File: config.mk
export PLATFORM = sky130hd
export DESIGN_NAME = spectrum_pix_src
export DESIGN_NICKNAME = d
export VERILOG_FILES = /design/src/rtl/spectrum_pix_src.sv
export SDC_FILE = /design/constraint.sdc
export NUM_CORES = 2
export LEC_CHECK = 0
export ABC_AREA = 1
export ABC_CLOCK_PERIOD_IN_PS = 108900
export BUFFER_PORTS_ARGS = -buffer_cell sky130_fd_sc_hd__buf_2
export CORE_ASPECT_RATIO = 1.5
export CORE_UTILIZATION = 60
export DETAILED_ROUTE_END_ITERATION = 10
export PLACE_DENSITY = 0.76
export SLEW_MARGIN = 30
export SYNTH_ARGS = -nofsm -noshare
export SYNTH_HDL_FRONTEND = slang
export SYNTH_SLANG_ARGS = --single-unit
File: constraint.sdc
create_clock -name pix_clk -period 108.9 [get_ports pix_clk]
set_input_delay 10.89 -clock pix_clk [delete_from_list [all_inputs] [get_ports pix_clk]]
set_output_delay 10.89 -clock pix_clk [all_outputs]
set_load 0.05 [all_outputs]
File: src/rtl/spectrum_pix_src.sv
// spectrum_pix_src: raster-order pixel source drawing a bar spectrum from a
// double-buffered magnitude bank; bank swaps are deferred to frame start.
module spectrum_pix_src #(
    parameter int unsigned H_ACT = 1920,
    parameter int unsigned V_ACT = 1080,
    parameter int unsigned BINS  = 64,
    parameter int unsigned BAR_W = 30,
    parameter int unsigned MAG_W = 11
) (
    input  logic             pix_clk,
    input  logic             sys_rst,
    input  logic             vs_in,
    input  logic             pix_req,
    output logic [23:0]      pix_data,
    input  logic             bin_wr_en,
    input  logic [5:0]       bin_wr_addr,
    input  logic [MAG_W-1:0] bin_wr_data,
    input  logic             bin_commit,
    output logic             swap_pulse,
    output logic             frame_err
);

    localparam int unsigned X_W = (H_ACT > 1) ? $clog2(H_ACT) : 1;
    localparam int unsigned Y_W = (V_ACT > 1) ? $clog2(V_ACT) : 1;
    localparam int unsigned B_W = (BINS > 1) ? $clog2(BINS) : 1;
    localparam int unsigned S_W = (BAR_W > 1) ? $clog2(BAR_W) : 1;

    localparam logic [23:0] C_GAP    = 24'h000000;
    localparam logic [23:0] C_GREEN  = 24'h00FF00;
    localparam logic [23:0] C_YELLOW = 24'hFFFF00;
    localparam logic [23:0] C_RED    = 24'hFF0000;
    localparam logic [23:0] C_BG     = 24'h101010;

    logic [X_W-1:0]   x_q, x_cur_c, x_nxt_c;
    logic [Y_W-1:0]   y_q, y_cur_c, y_nxt_c;
    logic [B_W-1:0]   bin_q, bin_cur_c, bin_nxt_c;
    logic [S_W-1:0]   sub_q, sub_cur_c, sub_nxt_c;
    logic             vs_q;
    logic             pending_q;
    logic             fs_c;
    logic             swap_c;
    logic [MAG_W-1:0] shadow_q [BINS];
    logic [MAG_W-1:0] active_q [BINS];
    logic [MAG_W-1:0] mag_c;
    logic [MAG_W-1:0] h_c;
    logic [23:0]      colour_c;

    // Frame-start detect; position is forced to the origin before serving a request
    always_comb begin
        fs_c      = vs_in & ~vs_q;
        swap_c    = fs_c & (pending_q | bin_commit);
        x_cur_c   = fs_c ? '0 : x_q;
        y_cur_c   = fs_c ? '0 : y_q;
        bin_cur_c = fs_c ? '0 : bin_q;
        sub_cur_c = fs_c ? '0 : sub_q;
    end

    // Raster advance with incremental bar/sub-column tracking
    always_comb begin
        x_nxt_c   = x_cur_c;
        y_nxt_c   = y_cur_c;
        bin_nxt_c = bin_cur_c;
        sub_nxt_c = sub_cur_c;
        if (pix_req) begin
            if (x_cur_c == X_W'(H_ACT - 1)) begin
                x_nxt_c   = '0;
                bin_nxt_c = '0;
                sub_nxt_c = '0;
                y_nxt_c   = (y_cur_c == Y_W'(V_ACT - 1)) ? '0 : y_cur_c + Y_W'(1);
            end else begin
                x_nxt_c = x_cur_c + X_W'(1);
                if (sub_cur_c == S_W'(BAR_W - 1)) begin
                    sub_nxt_c = '0;
                    bin_nxt_c = bin_cur_c + B_W'(1);
                end else begin
                    sub_nxt_c = sub_cur_c + S_W'(1);
                end
            end
        end
    end

    // Colour of the pixel at the current position from the active bank
    always_comb begin
        mag_c    = active_q[bin_cur_c];
        if (mag_c > MAG_W'(V_ACT)) begin
            mag_c = MAG_W'(V_ACT);
        end
        h_c      = MAG_W'(V_ACT - 1) - MAG_W'(y_cur_c);
        colour_c = C_BG;
        if (sub_cur_c == S_W'(BAR_W - 1)) begin
            colour_c = C_GAP;
        end else if (h_c < mag_c) begin
            if (h_c < MAG_W'(360)) begin
                colour_c = C_GREEN;
            end else if (h_c < MAG_W'(720)) begin
                colour_c = C_YELLOW;
            end else begin
                colour_c = C_RED;
            end
        end
    end

    // Raster position, sync edge history and status outputs
    always_ff @(posedge pix_clk or posedge sys_rst) begin
        if (sys_rst) begin
            x_q        <= '0;
            y_q        <= '0;
            bin_q      <= '0;
            sub_q      <= '0;
            vs_q       <= 1'b0;
            pix_data   <= '0;
            swap_pulse <= 1'b0;
            frame_err  <= 1'b0;
        end else begin
            x_q        <= x_nxt_c;
            y_q        <= y_nxt_c;
            bin_q      <= bin_nxt_c;
            sub_q      <= sub_nxt_c;
            vs_q       <= vs_in;
            swap_pulse <= swap_c;
            if (fs_c && ((x_q != '0) || (y_q != '0))) begin
                frame_err <= 1'b1;
            end
            if (pix_req) begin
                pix_data <= colour_c;
            end
        end
    end

    // Commit request latch, cleared by the frame-start swap
    always_ff @(posedge pix_clk or posedge sys_rst) begin
        if (sys_rst) begin
            pending_q <= 1'b0;
        end else if (swap_c) begin
            pending_q <= 1'b0;
        end else if (bin_commit) begin
            pending_q <= 1'b1;
        end
    end

    // Shadow bank writes and whole-bank publish to the active bank
    always_ff @(posedge pix_clk or posedge sys_rst) begin
        if (sys_rst) begin
            for (int i = 0; i < int'(BINS); i++) begin
                shadow_q[i] <= '0;
                active_q[i] <= '0;
            end
        end else begin
            for (int i = 0; i < int'(BINS); i++) begin
                if (swap_c) begin
                    active_q[i] <= shadow_q[i];
                end
                if (bin_wr_en && (bin_wr_addr == 6'(i))) begin
                    shadow_q[i] <= bin_wr_data;
                end
            end
        end
    end

endmodule

Yosys cells after proc, flatten, opt, wreduce, memory -nomap -nowiden
Cells that the tools add are included.
- bits in latches: 0
- memories: 0
- word-level logic and storage cells: 313
- bits in read-only memories: 0
- bits in writable memories: 0
- flip-flop bits (word level): 1469
- input port bits: 23
- bitwise logic cells: 5
- order comparisons: 5
- add/sub/neg operators: 5
- divide/modulo/power cells: 0
- reduce and logical (&&, ||, !) cells: 70
- eq/ne operators: 66
- shifts and indexed selects: 0
- multiply operators: 0
- multiplexer cells: 25
- operators with widths (kind ; number):
    == test 6 bit, second input constant ; 32
    two-way mux 11 bit ; 10
    == test 6 x 5 -> 1 bit, second input constant ; 16
    two-way mux 24 bit ; 3
    binary-select mux 11 bit (select 6 bit) ; 1
    logical AND 1 bit ; 65
    == test 6 x 4 -> 1 bit, second input constant ; 8
    == test 6 x 3 -> 1 bit, second input constant ; 4
    two-way mux 6 bit ; 4
    adder 11 x 1 -> 11 bit, second input constant ; 2
    == test 11 bit, second input constant ; 2
    nonzero test 11 bit ; 2
    two-way mux 5 bit ; 4
    two-way mux 16 bit ; 1
    == test 6 x 2 -> 1 bit, second input constant ; 2
    greater-than comparator 11 bit, second input constant ; 1
    < comparator 11 x 10 -> 1 bit, second input constant ; 1
    < comparator 11 bit ; 1
    < comparator 11 x 9 -> 1 bit, second input constant ; 1
    subtractor 11 bit, first input constant ; 1
    greater-or-equal comparator 7 bit, second input constant ; 1
    inverter 6 -> 7 bit ; 1
    adder 6 x 1 -> 6 bit, second input constant ; 1
    == test 6 x 1 -> 1 bit, second input constant ; 1
    9 further kinds ; 11

Logic depth before layout (Yosys ltp)
- depth after elaboration: 12
- gate-level depth with buffers: 28

Least setup slack after synthesis
OpenSTA, ideal clock, no wires.
- path type: input -> register
- from: input vs_in
- to: register pix_data[12]
- path slack: 95.373 ns
- stages on the path: 24
- data required time: 108.780 ns
- library setup time: 0.120 ns
- arrival time: 13.407 ns
- cell sequence: inv_1 nor2_4 nor2_2 buf_2 buf_2 nand3_1 nand3_1 nand3_1 nand3_1 nand2_1 nor2_1 nand2_1 nand2_1 nand2_2 inv_1 a21oi_1 ha_1 a21oi_1 nor2_1 a211oi_1 o221a_2 nand2_1 nand2_1 nand2_1
- longest elaborated chain between the ends: 11
- RTL lines (element ; RTL line ; source):
    from (decl) ; 12 ; input logic vs_in,
    bitwise AND 1 bit * ; 50 ; fs_c = vs_in & ~vs_q;
    two-way mux 6 bit ; 54 ; bin_cur_c = fs_c ? '0 : bin_q;
    inverter 6 -> 7 bit (implied by the code) ; 84 ; mag_c = active_q[bin_cur_c];
    binary-select mux 11 bit (select 6 bit) ; 84 ;
    two-way mux 11 bit (implied by the code) (2 in a row) ; 84 ;
    greater-than comparator 11 bit ; 85 ; if (mag_c > MAG_W'(V_ACT)) begin
    two-way mux 11 bit ; 85 ;
    < comparator 11 bit ; 92 ; end else if (h_c < mag_c) begin
    two-way mux 24 bit ; 92 ;
    two-way mux 24 bit * ; 90 ; if (sub_cur_c == S_W'(BAR_W - 1)) begin
    to (signal assigned) ; 125 ; pix_data <= colour_c;
    to (decl) ; 14 ; output logic [23:0] pix_data,
Mark *: on every way between the ends. The rest lies on a longest branch, timed or not. The select of a mux whose other input is x is not followed.
A chain may end at the register's enable or synchronous reset.

Worst setup path in the final report
Ends and elaborated chain as after synthesis.

==> results.toml <==
[min_path]
holdCritPathClass = "reg -> reg"
min_delay_path_depth = 2
min_from = "shadow_q[164]"

[power_and_ir_drop]
peakVddDrop_mv = 0.0155
p_leak_uw = 0.0333
power_density_nw_per_um2 = 19.3
power_uw = 1280

[floorplan]
die_w_um = 263
start_util = 0.606
rows = 143
dieArea_um2 = 104000
core_um2 = 101000
io_pins = 49
die_h_um = 394

[drt]
dr.first_iter.drc_count = 5945
route.met3.wl_um = 13200
wl_met1_um = 68100
finalWirelength_um = 171000
drc = 0
met2WireLength_um = 81600
top_layer = "met4"
routedWlPerCell_um = 20.2
antenna_left = 0
first_pass_iters = 7
vias = 49634
viasPerCell = 5.86

[cts]
postCtsSetupBuffers = 0
clock_sinks = 1450
clkLatencyLatePin_ns = 0.77
clockBufferDepth = 3
cts-hold-fix-buffers = 0
clkTransAtPathRegs_ns = 0.06
post_cts_resized = 0
cts_root_buffer = "clkbuf_16"
htreeDepth = 4
cts_made_buffers = 136
cts_tree = "done"

[global_routing]
grt_pass1_wl_um = 271000
grt_max_degree = 230
gr-total-overflow = 0
antenna_found_initial = 1
grt_pass1_vias = 47973
grt.total_usage = 0.336

[cells_and_area]
final_util = 0.657
fin_nets = 7106
layout-drive-gt1-share = 0.0519
final_area_um2 = 66500
antenna_cells = 0
syn_to_final_growth_pct = 8.42

[sta]
fin_tns_setup_ns = 0
min_period_ns = 15.76
worstMarginPinSlew_ns = 1.03
maxSlewHeadroom = 0.311
hold_violations = 0
rsz0062_at_grt = "false"
drv_slew = 0
timing.final.crit_share = 0.145
skew_ns = 0.0254
finalSetupViolCount = 0
fmax_mhz = 63.4

[synth]
yosys.area.top_type = "dfrtp_1"
syn_area_um2 = 61300
async_flop_share = 1.00
synth_edf_count = 0
ys.flop_type = "dfrtp_1"
synth.area.top_cells = "dfrtp_1 (59%), nand2_1 (19%), o21ai_0 (7.5%), nand3_1 (5.3%), clkbuf_1 (2.2%)"
yosysWarnings = 0
synth_cell_types = 43
yosysSeqAreaShare = 0.592
netlist.area_leader.share = 0.592
synth_seq_cells = 1450
postSynthAreaPerCell_um2 = 8.36
netlist_instances = 7340

[setup_path]
worstSetupPathType = "in -> reg"
cp-end-kind = "register"
startpoint_type = "input pin"
r2r-start = "vs_q"
cp.arrival_ns = 16.40
r2r_cells = 25
crit_required_ns = 109.54
critical_path.max_fanout = 69
worstSetupStartpoint = "vs_in"

[place]
port_buffers = 41
dpl_cell_area_um2 = 61600
hpwlAfterDp_um = 97800
gp_congestion = 0.914

[run_status]
status = "finished, final reports clean"

[job]
drv_cap = 0
==> power by group <==
part	internal [uW]	leakage, uW	switching [uW]	total (uW)
clock network	290	0.00230	208	499
logic	43.7	0.0116	87.8	131
registers	612	0.0193	39.2	651
==> cells by family after synthesis <==
group	count (synthesis)	synth area share
flops	1450	0.592
other cells	1	0.0000611
compound gates	1034	0.0854
fa+ha+maj	20	0.00408
xor+xnor	10	0.00143
simple gates	4017	0.263
buf+inv	808	0.0542
==> cell usage after synthesis (2+ instances only) <==
cell	number
clkinv_1	6
nor3b_1	3
nand2_2	3
ha_1	20
o32ai_1	2
nand3_1	653
nor3_1	24
nand4_1	8
nor2_1	156
buf_4	31
o211ai_1	10
buf_6	3
clkbuf_1	361
inv_2	3
xor2_1	8
nor2_2	2
buf_2	123
dfrtp_1	1450
o21ai_0	919
xnor2_1	2
or2_2	6
nand3b_1	23
nor4_1	10
a31oi_1	3
o22ai_1	2
o21ai_1	17
nand2_1	3122
inv_1	264
nand2_4	3
a21oi_1	74
buf_1	17
==> cell type report <==
cell class	instances	area, um2
sequential	1450	36300
fill	8233	34800
multi-input combinational	5088	21800
clock buffer	192	3970
tap	1305	1630
timing repair buffer	114	1050
inverter	273	1050
clock inverter	47	667
==> sequential cells by signal, indices dropped and copies added, names as in the netlist <==
| register | cells |
|---|---|
| active_q | 704 |
| bin_q | 6 |
| frame_err | 1 |
| pending_q | 1 |
| pix_data | 5 |
| shadow_q | 704 |
| sub_q | 5 |
| swap_pulse | 1 |
| vs_q | 1 |
| x_q | 11 |
| y_q | 11 |
==> metrics by stage <==
step	worst slack, ns	hold slack, ns	std cells
after floorplan	57.12	0.433	7346
after global routing	92.75	0.479	8469
after global placement	92.58	0.445	8220
after CTS	93.36	0.454	8462
after detailed placement	92.60	0.450	8223
final	93.14	0.457	8469
==> final timing paths <==
| path | to | slack (ns) |
|---|---|---|
| max reg2reg | pix_data[12] | 102.94 |
| max | pix_data[12] | 93.14 |
| min in group asynchronous | active_q[656] | 10.31 |
| max in group asynchronous | active_q[125] | 94.90 |
| min | active_q[164] | 0.46 |
| min reg2reg | active_q[164] | 0.46 |
==> metal layers <==
metal / vias to the layer above / global-route usage
met5: - / 0
met4: 0 / 0.149
met3: 439 / 0.0545
met2: 2079 / 0.543
met1: 24387 / 0.449
li1: 22729 / -
==> layout by cell type (no fill, tap or decap), types with 8 or more instances in the layout <==
master     netlist  final
nand2_1       3122   3119
dfrtp_1       1450   1449
o21ai_0        919    919
nor3_1          24     21
clkinv_2         0     23
nor2_1         156    155
buf_2          123     41
ha_1            20     20
buf_6            3     13
buf_4           31     45
o211ai_1        10     10
inv_2            3     13
nand3b_1        23     23
inv_1          264    254
xor2_1           8      8
nand4_1          8      8
nand3_1        653    653
clkbuf_8         0     23
buf_16           0      8
bufinv_16        0     15
clkbuf_16        0    142
o21ai_1         17     17
a21oi_1         74     74
clkbuf_1       361     27
==> critical path, stage by stage <==
cell      delay (ns)
buf_2           0.13
nand2_4         0.58
nand2_8         0.58
clkinv_2        0.81
buf_4           0.70
nand3_1         0.16
nand3_1         0.10
nand3_1         0.19
nand3_1         0.20
nand3_1         0.15
nand2_1         0.11
nand2_1         0.05
nor2_1          0.10
nand2_1         0.07
nand2_2         0.14
inv_1           0.09
a21oi_1         0.13
ha_1            0.26
a21oi_1         0.15
nor2_1          0.06
a211oi_1        0.19
o221a_2         0.25
nand2_1         0.06
nand2_1         0.09
nand2_1         0.06
Power figures use the tool's default switching activity.
